### config.mk
export PLATFORM = sky130hd
export DESIGN_NAME = instruction_fetch_stage
export DESIGN_NICKNAME = d
export VERILOG_FILES = /design/src/rtl/instruction_fetch_stage_pkg.sv /design/src/rtl/instruction_fetch_stage_fifo.sv /design/src/rtl/instruction_fetch_stage.sv
export SDC_FILE = /design/constraint.sdc
export NUM_CORES = 1
export LEC_CHECK = 0
export ABC_AREA = 1
export ABC_CLOCK_PERIOD_IN_PS = 4400
export BUFFER_PORTS_ARGS = -buffer_cell sky130_fd_sc_hd__buf_2
export CAP_MARGIN = 20
export CORE_MARGIN = 3
export CORE_UTILIZATION = 25
export CTS_CLUSTER_SIZE = 40
export DETAILED_ROUTE_END_ITERATION = 7
export PLACE_DENSITY = 0.49
export SYNTH_ARGS = -nofsm -noshare
export SYNTH_HDL_FRONTEND = slang
export SYNTH_SLANG_ARGS = --single-unit
### constraint.sdc
create_clock -name CLK -period 4.4 [get_ports CLK]
set_clock_uncertainty 0.15 [all_clocks]
set_input_delay 0.22 -clock CLK [delete_from_list [all_inputs] [get_ports CLK]]
set_output_delay 0.22 -clock CLK [all_outputs]
set_load 0.05 [all_outputs]
### src/rtl/instruction_fetch_stage_pkg.sv
// Shared RISC-V fetch constants: logic levels, the NOP filler, FSM encoding
// and the output-buffer payload layout.
package instruction_fetch_stage_pkg;

    localparam logic            HIGH  = 1'b1;
    localparam logic            LOW   = 1'b0;
    localparam logic [31:0]     NOP   = 32'h0000_0013;

    localparam int unsigned     XLEN  = 32;
    localparam int unsigned     DEPTH = 2;

    typedef enum logic [1:0] {
        IDLE  = 2'd0,
        RUN   = 2'd1,
        DRAIN = 2'd2
    } fetch_state_e;

    typedef struct packed {
        logic [XLEN-1:0] instr;
        logic [XLEN-1:0] pc;
    } fetch_entry_t;

endpackage

### src/rtl/instruction_fetch_stage_fifo.sv
// Two-entry FIFO with synchronous flush; head is read straight from storage.
module instruction_fetch_stage_fifo
    import instruction_fetch_stage_pkg::*;
#(
    parameter int unsigned WIDTH = 32
) (
    input  logic             CLK,
    input  logic             RST,
    input  logic             push_i,
    input  logic [WIDTH-1:0] data_i,
    input  logic             pop_i,
    input  logic             flush_i,
    output logic [WIDTH-1:0] head_o,
    output logic [1:0]       count_o
);

    logic [WIDTH-1:0] mem_q [DEPTH];
    logic             rd_ptr_q;
    logic             wr_ptr_q;
    logic [1:0]       count_q;
    logic             do_push;
    logic             do_pop;

    assign do_pop  = pop_i && (count_q != 2'd0);
    assign do_push = push_i && ((count_q != 2'(DEPTH)) || do_pop);

    always_ff @(posedge CLK) begin
        if (RST || flush_i) begin
            rd_ptr_q <= 1'b0;
            wr_ptr_q <= 1'b0;
            count_q  <= 2'd0;
        end else begin
            if (do_push) begin
                mem_q[wr_ptr_q] <= data_i;
                wr_ptr_q        <= ~wr_ptr_q;
            end
            if (do_pop) begin
                rd_ptr_q <= ~rd_ptr_q;
            end
            count_q <= count_q + 2'(do_push) - 2'(do_pop);
        end
    end

    assign head_o  = mem_q[rd_ptr_q];
    assign count_o = count_q;

endmodule

### src/rtl/instruction_fetch_stage.sv
// Fetch stage: credit-limited instruction memory requests, in-flight PC
// tracking, response discard after redirects, and a 2-deep output buffer.
module instruction_fetch_stage
    import instruction_fetch_stage_pkg::*;
(
    input  logic            CLK,
    input  logic            RST,
    input  logic [XLEN-1:0] PC,
    input  logic            PC_VALID,
    input  logic            CLEAR_INSTRUCTION_FETCH_STAGE,
    input  logic            STALL_INSTRUCTION_FETCH_STAGE,
    output logic [XLEN-1:0] IMEM_ADDR,
    output logic            IMEM_REQ,
    input  logic            IMEM_READY,
    input  logic [XLEN-1:0] IMEM_RDATA,
    input  logic            IMEM_RVALID,
    output logic [XLEN-1:0] INSTRUCTION,
    output logic [XLEN-1:0] PC_INSTRUCTION,
    output logic            INSTRUCTION_VALID,
    output logic            STALL_PROGRAME_COUNTER_STAGE
);

    fetch_state_e    state_q;
    logic [1:0]      discard_q;
    logic [1:0]      discard_d;
    logic [1:0]      ifq_count;
    logic [1:0]      obuf_count;
    logic [XLEN-1:0] ifq_head;
    fetch_entry_t    obuf_head;
    fetch_entry_t    obuf_wdata;
    logic            credit_ok;
    logic            accept;
    logic            rsp_live;
    logic            obuf_push;
    logic            obuf_pop;
    logic            out_valid;
    logic            clear;

    assign clear     = CLEAR_INSTRUCTION_FETCH_STAGE;
    // Credit counts only registered occupancy; a same-cycle pop frees nothing.
    assign credit_ok = (3'(ifq_count) + 3'(obuf_count)) < 3'(DEPTH);
    assign IMEM_REQ  = ((state_q == RUN) && (PC_VALID == HIGH) && (clear == LOW) && credit_ok)
                       ? HIGH : LOW;
    assign IMEM_ADDR = PC;
    assign accept    = IMEM_REQ && IMEM_READY;
    assign STALL_PROGRAME_COUNTER_STAGE = (clear == HIGH) ? LOW : ~accept;

    // Responses with nothing in flight are ignored entirely.
    assign rsp_live   = IMEM_RVALID && (ifq_count != 2'd0);
    assign obuf_push  = rsp_live && (discard_q == 2'd0) && !clear;
    assign out_valid  = (obuf_count != 2'd0);
    assign obuf_pop   = out_valid && !STALL_INSTRUCTION_FETCH_STAGE && !clear;
    assign obuf_wdata = '{instr: IMEM_RDATA, pc: ifq_head};

    always_comb begin
        discard_d = discard_q;
        if (clear) begin
            discard_d = ifq_count - 2'(rsp_live);
        end else if (rsp_live && (discard_q != 2'd0)) begin
            discard_d = discard_q - 2'd1;
        end
    end

    always_ff @(posedge CLK) begin
        if (RST) begin
            state_q   <= IDLE;
            discard_q <= 2'd0;
        end else begin
            discard_q <= discard_d;
            case (state_q)
                IDLE:    if (PC_VALID) state_q <= RUN;
                RUN:     if (clear && (discard_d != 2'd0)) state_q <= DRAIN;
                DRAIN:   if (discard_d == 2'd0) state_q <= RUN;
                default: state_q <= IDLE;
            endcase
        end
    end

    instruction_fetch_stage_fifo #(.WIDTH(XLEN)) u_inflight_q (
        .CLK     (CLK),
        .RST     (RST),
        .push_i  (accept),
        .data_i  (PC),
        .pop_i   (rsp_live),
        .flush_i (LOW),
        .head_o  (ifq_head),
        .count_o (ifq_count)
    );

    instruction_fetch_stage_fifo #(.WIDTH($bits(fetch_entry_t))) u_out_buf (
        .CLK     (CLK),
        .RST     (RST),
        .push_i  (obuf_push),
        .data_i  (obuf_wdata),
        .pop_i   (obuf_pop),
        .flush_i (clear),
        .head_o  (obuf_head),
        .count_o (obuf_count)
    );

    assign INSTRUCTION_VALID = out_valid;
    assign INSTRUCTION       = out_valid ? obuf_head.instr : NOP;
    assign PC_INSTRUCTION    = out_valid ? obuf_head.pc : '0;

endmodule

==> results.yml <==
run_status:
  outcome: "finished clean"
detailed_routing:
  drt-initial-drc-count: 223
  first_pass_iters: 4
  wl_met3_um: 832
  route.detailed.drc: 0
  via_per_inst: 3.97
  wl_met1_mm: 8.46
  route.top_layer_used: "met4"
  drtAntennaViolNets: 0
  wl_mm: 18.6
  vias: 4983
  met2_length_mm: 8.90
  wl_per_cell_um: 14.8
synth:
  yosys.cell_count.top_type: "edfxtp_1"
  synth_top_area_cell: "edfxtp_1"
  synth_edf_count: 192
  synth-xor-area-share_pct: 0.216
  yosys.area_share.simple_pct: 9.46
  synth-async-reset-ratio_pct: 0
  synth_top_area_share_pct: 71.1
  synthMuxAreaShare_pct: 4.44
  synthTopCellsByArea: "edfxtp_1 (71%), nand2_1 (6.8%), mux2_2 (4.4%), a21oi_1 (4.3%), dfxtp_1 (3.5%)"
  ys_warn_count: 0
  synth-seq-cells: 206
  synth_compound_area_share_pct: 5.21
  synthesis.area_sq_um: 8110
  synthCells: 586
  synth_top_cells_by_count: "edfxtp_1 (192), nand2_1 (148), a21oi_1 (70)"
  yosys_most_used_dff: "edfxtp_1"
  synth_cell_types: 31
  syn_nets: 662
  synth.yosys.seq_area_share_pct: 74.5
  synth_top_family_by_area: "simple AND/OR/NAND/NOR gates"
  avgSynthCellArea_sq_um: 13.8
  synthAdderAreaFrac_pct: 0.864
global_routing:
  antenna_found_initial: 0
  grt_usage_pct: 10.6
  grt_remaining_overflow: 0
  grt_pass1_wl_mm: 28.3
  first_global_vias: 5023
  grt_max_degree: 65
power:
  p_sw_share_pct: 24.5
  powerDensity_nw_per_um2: 452
  power.switching_mw: 1.19
  pwr-share-seq_pct: 47.3
  combPwrFrac_pct: 12.0
  clockPowerShare_pct: 40.7
  irDropWorstVdd_v: 0.000242
  p_leak_nw: 4.08
  internal_power_mw: 3.68
die:
  initial_core_util_pct: 25.5
  ios: 170
  num_rows: 65
  core_sq_um: 31800
  die_area_sq_um: 34600
  die_height_um: 186
  die_x_um: 186
final_layout:
  seqCellArea_sq_um: 6050
  drive_gt1_share_pct: 32.6
  antenna_cells: 0
  stdcell_area_sq_um: 10800
  post-route-util_pct: 33.9
  nNetsFinal: 880
  area_growth_pct: 33.1
  multiInputGateArea_sq_um: 1670
  nFillCells: 3152
worst_setup_path:
  timing.rr.end: "u_out_buf.mem_q[1][14]"
  max_stage_delay_ns: 0.57
  r2r_cells: 7
  cp.required_ns: 4.03
  crit_chain: "inv_1, nand2_4, inv_2, buf_4, a21oi_1, buf_2"
  critPathCaptureType: "output pin"
  cpMaxStageDelayCell: "inv_2"
  criticalPathCategory: "flop to output pin"
  regToRegStartpoint: "u_inflight_q.count_o[1]"
  arrival_ns: 2.55
  crit_fanout: 32
  startpoint: "u_out_buf.count_o[0]"
  startpoint_type: "flop"
  cp-endpoint: "INSTRUCTION[15]"
  reg2reg_slack_ns: 1.75
sta:
  max_freq_ghz: 0.343
  slew_headroom_pct: 35.4
  tns_ns: 0
  finalHoldViolCount: 0
  post-route-min-period_ns: 2.92
  final_max_slew_viol_count: 0
  finalCritPeriodShare_pct: 66.3
  worst_slew_pin_slew_ns: 0.967
  setup_viol: 0
  rsz0062_at_grt: "no"
min_path:
  hp-class: "primary input to flop"
  min_delay_path_depth: 5
placement:
  gp_congestion: 0.719
  io_buffers: 169
  hpwlAfterDp_mm: 10.8
  placedInstanceArea_sq_um: 9260
clock_network:
  cts.sinks: 206
  clock_latency_ns: 0.52
  clk_pin_slew_worst_paths_ns: 0.06
  cts_tree: "yes"
  h-tree-depth: 1
  cts-resized-gates: 0
  cts_made_buffers: 25
  clock_path_buffers: 3
  clock-root-buffer: "clkbuf_16"
flow_run:
  maxCapViolations: 0
-- layout by cell type, fill, tap and decap left out, types with 2 or more instances in the layout --
cell type,instances
edfxtp_1,192
buf_2,169
nand2_1,148
dlygate4sd3_1,71
a21oi_1,70
mux2_2,32
clkbuf_16,25
inv_1,15
nor2_1,13
dfxtp_1,12
nand3_1,9
inv_2,6
clkinv_2,5
o21ai_0,4
ha_1,4
clkbuf_1,4
buf_4,4
nor2_4,3
clkinv_1,3
bufinv_16,3
nand3_2,2
nand2_2,2
nand4_1,2
dfxtp_2,2
buf_12,2
-- worst min-delay path by stage --
stage | startpoint | endpoint
6_report | IMEM_READY | u_inflight_q.count_o[0]
5_1_grt | IMEM_READY | u_inflight_q.count_o[0]
4_1_cts | IMEM_READY | u_inflight_q.count_o[0]
3_5_place_dp | IMEM_RDATA[20] | u_out_buf.mem_q[0][52]
3_3_place_gp | IMEM_RDATA[0] | u_out_buf.mem_q[0][32]
2_1_floorplan | PC[0] | u_inflight_q.mem_q[0][0]
-- flip-flops by register name (all words and copies together) (netlist names), named ones only --
name / count
u_out_buf.count_o: 2
u_out_buf.mem_q: 128
u_inflight_q.mem_q: 64
u_out_buf.wr_ptr_q: 1
state_q: 2
discard_q: 2
u_out_buf.rd_ptr_q: 1
u_inflight_q.rd_ptr_q: 1
u_inflight_q.wr_ptr_q: 1
u_inflight_q.count_o: 2
-- power groups by stage --
stage,Sequential (mW),Clock (mW),Combinational [mW]
6_report,2.31,1.98,0.587
5_1_grt,2.32,2.14,0.651
4_1_cts,2.31,2.06,0.598
3_5_place_dp,2.35,0,0.544
3_3_place_gp,2.35,0,0.541
2_1_floorplan,2.30,0,0.454
-- cell families after synthesis --
family | after synthesis
compound gates | 78
xor+xnor | 2
fa+ha+maj | 5
buf+inv | 78
flops | 206
mux | 32
simple gates | 185
-- layer usage --
metal,global-route usage [%],up-vias
met2,18.1,132
met4,2.35,0
met1,14.1,2344
li1,-,2476
met5,0,-
met3,2.05,31
-- worst max-delay path: cells and delay by family (launching register included) --
kind	cells	cell delay, ns
AO/OA/AOI/OAI	1	0.12
flip-flops	1	0.31
buffers and inverters	4	1.44
AND/OR/NAND/NOR	1	0.12
-- timing repair --
action                                  CTS  global route
hold buffers                             71             0
endpoints found under the setup margin    0             0
hold endpoints to repair                140             0
setup buffers                             0             0
-- through the flow --
stage | total power, mW | instances | hold WS (ns) | worst slack [ns]
after floorplan | 2.75 | 586 | 0.169 | 1.03
after detailed placement | 2.90 | 1140 | 0.265 | 1.43
after global routing | 5.11 | 1254 | 0.0723 | 1.23
final | 4.87 | 1254 | 0.0712 | 1.48
after global placement | 2.89 | 1140 | 0.262 | 1.49
after CTS | 4.97 | 1253 | 0.0490 | 1.36
-- final cells by class --
class | count | area share, %
Clock buffer | 29 | 5.93
Clock inverter | 13 | 1.46
Inverter | 22 | 0.777
Multi-Input combinational cell | 302 | 15.4
Sequential cell | 206 | 56.0
Tap cell | 435 | 5.04
Timing Repair Buffer | 247 | 15.3
No activity file was read; power rests on OpenSTA's default activity.
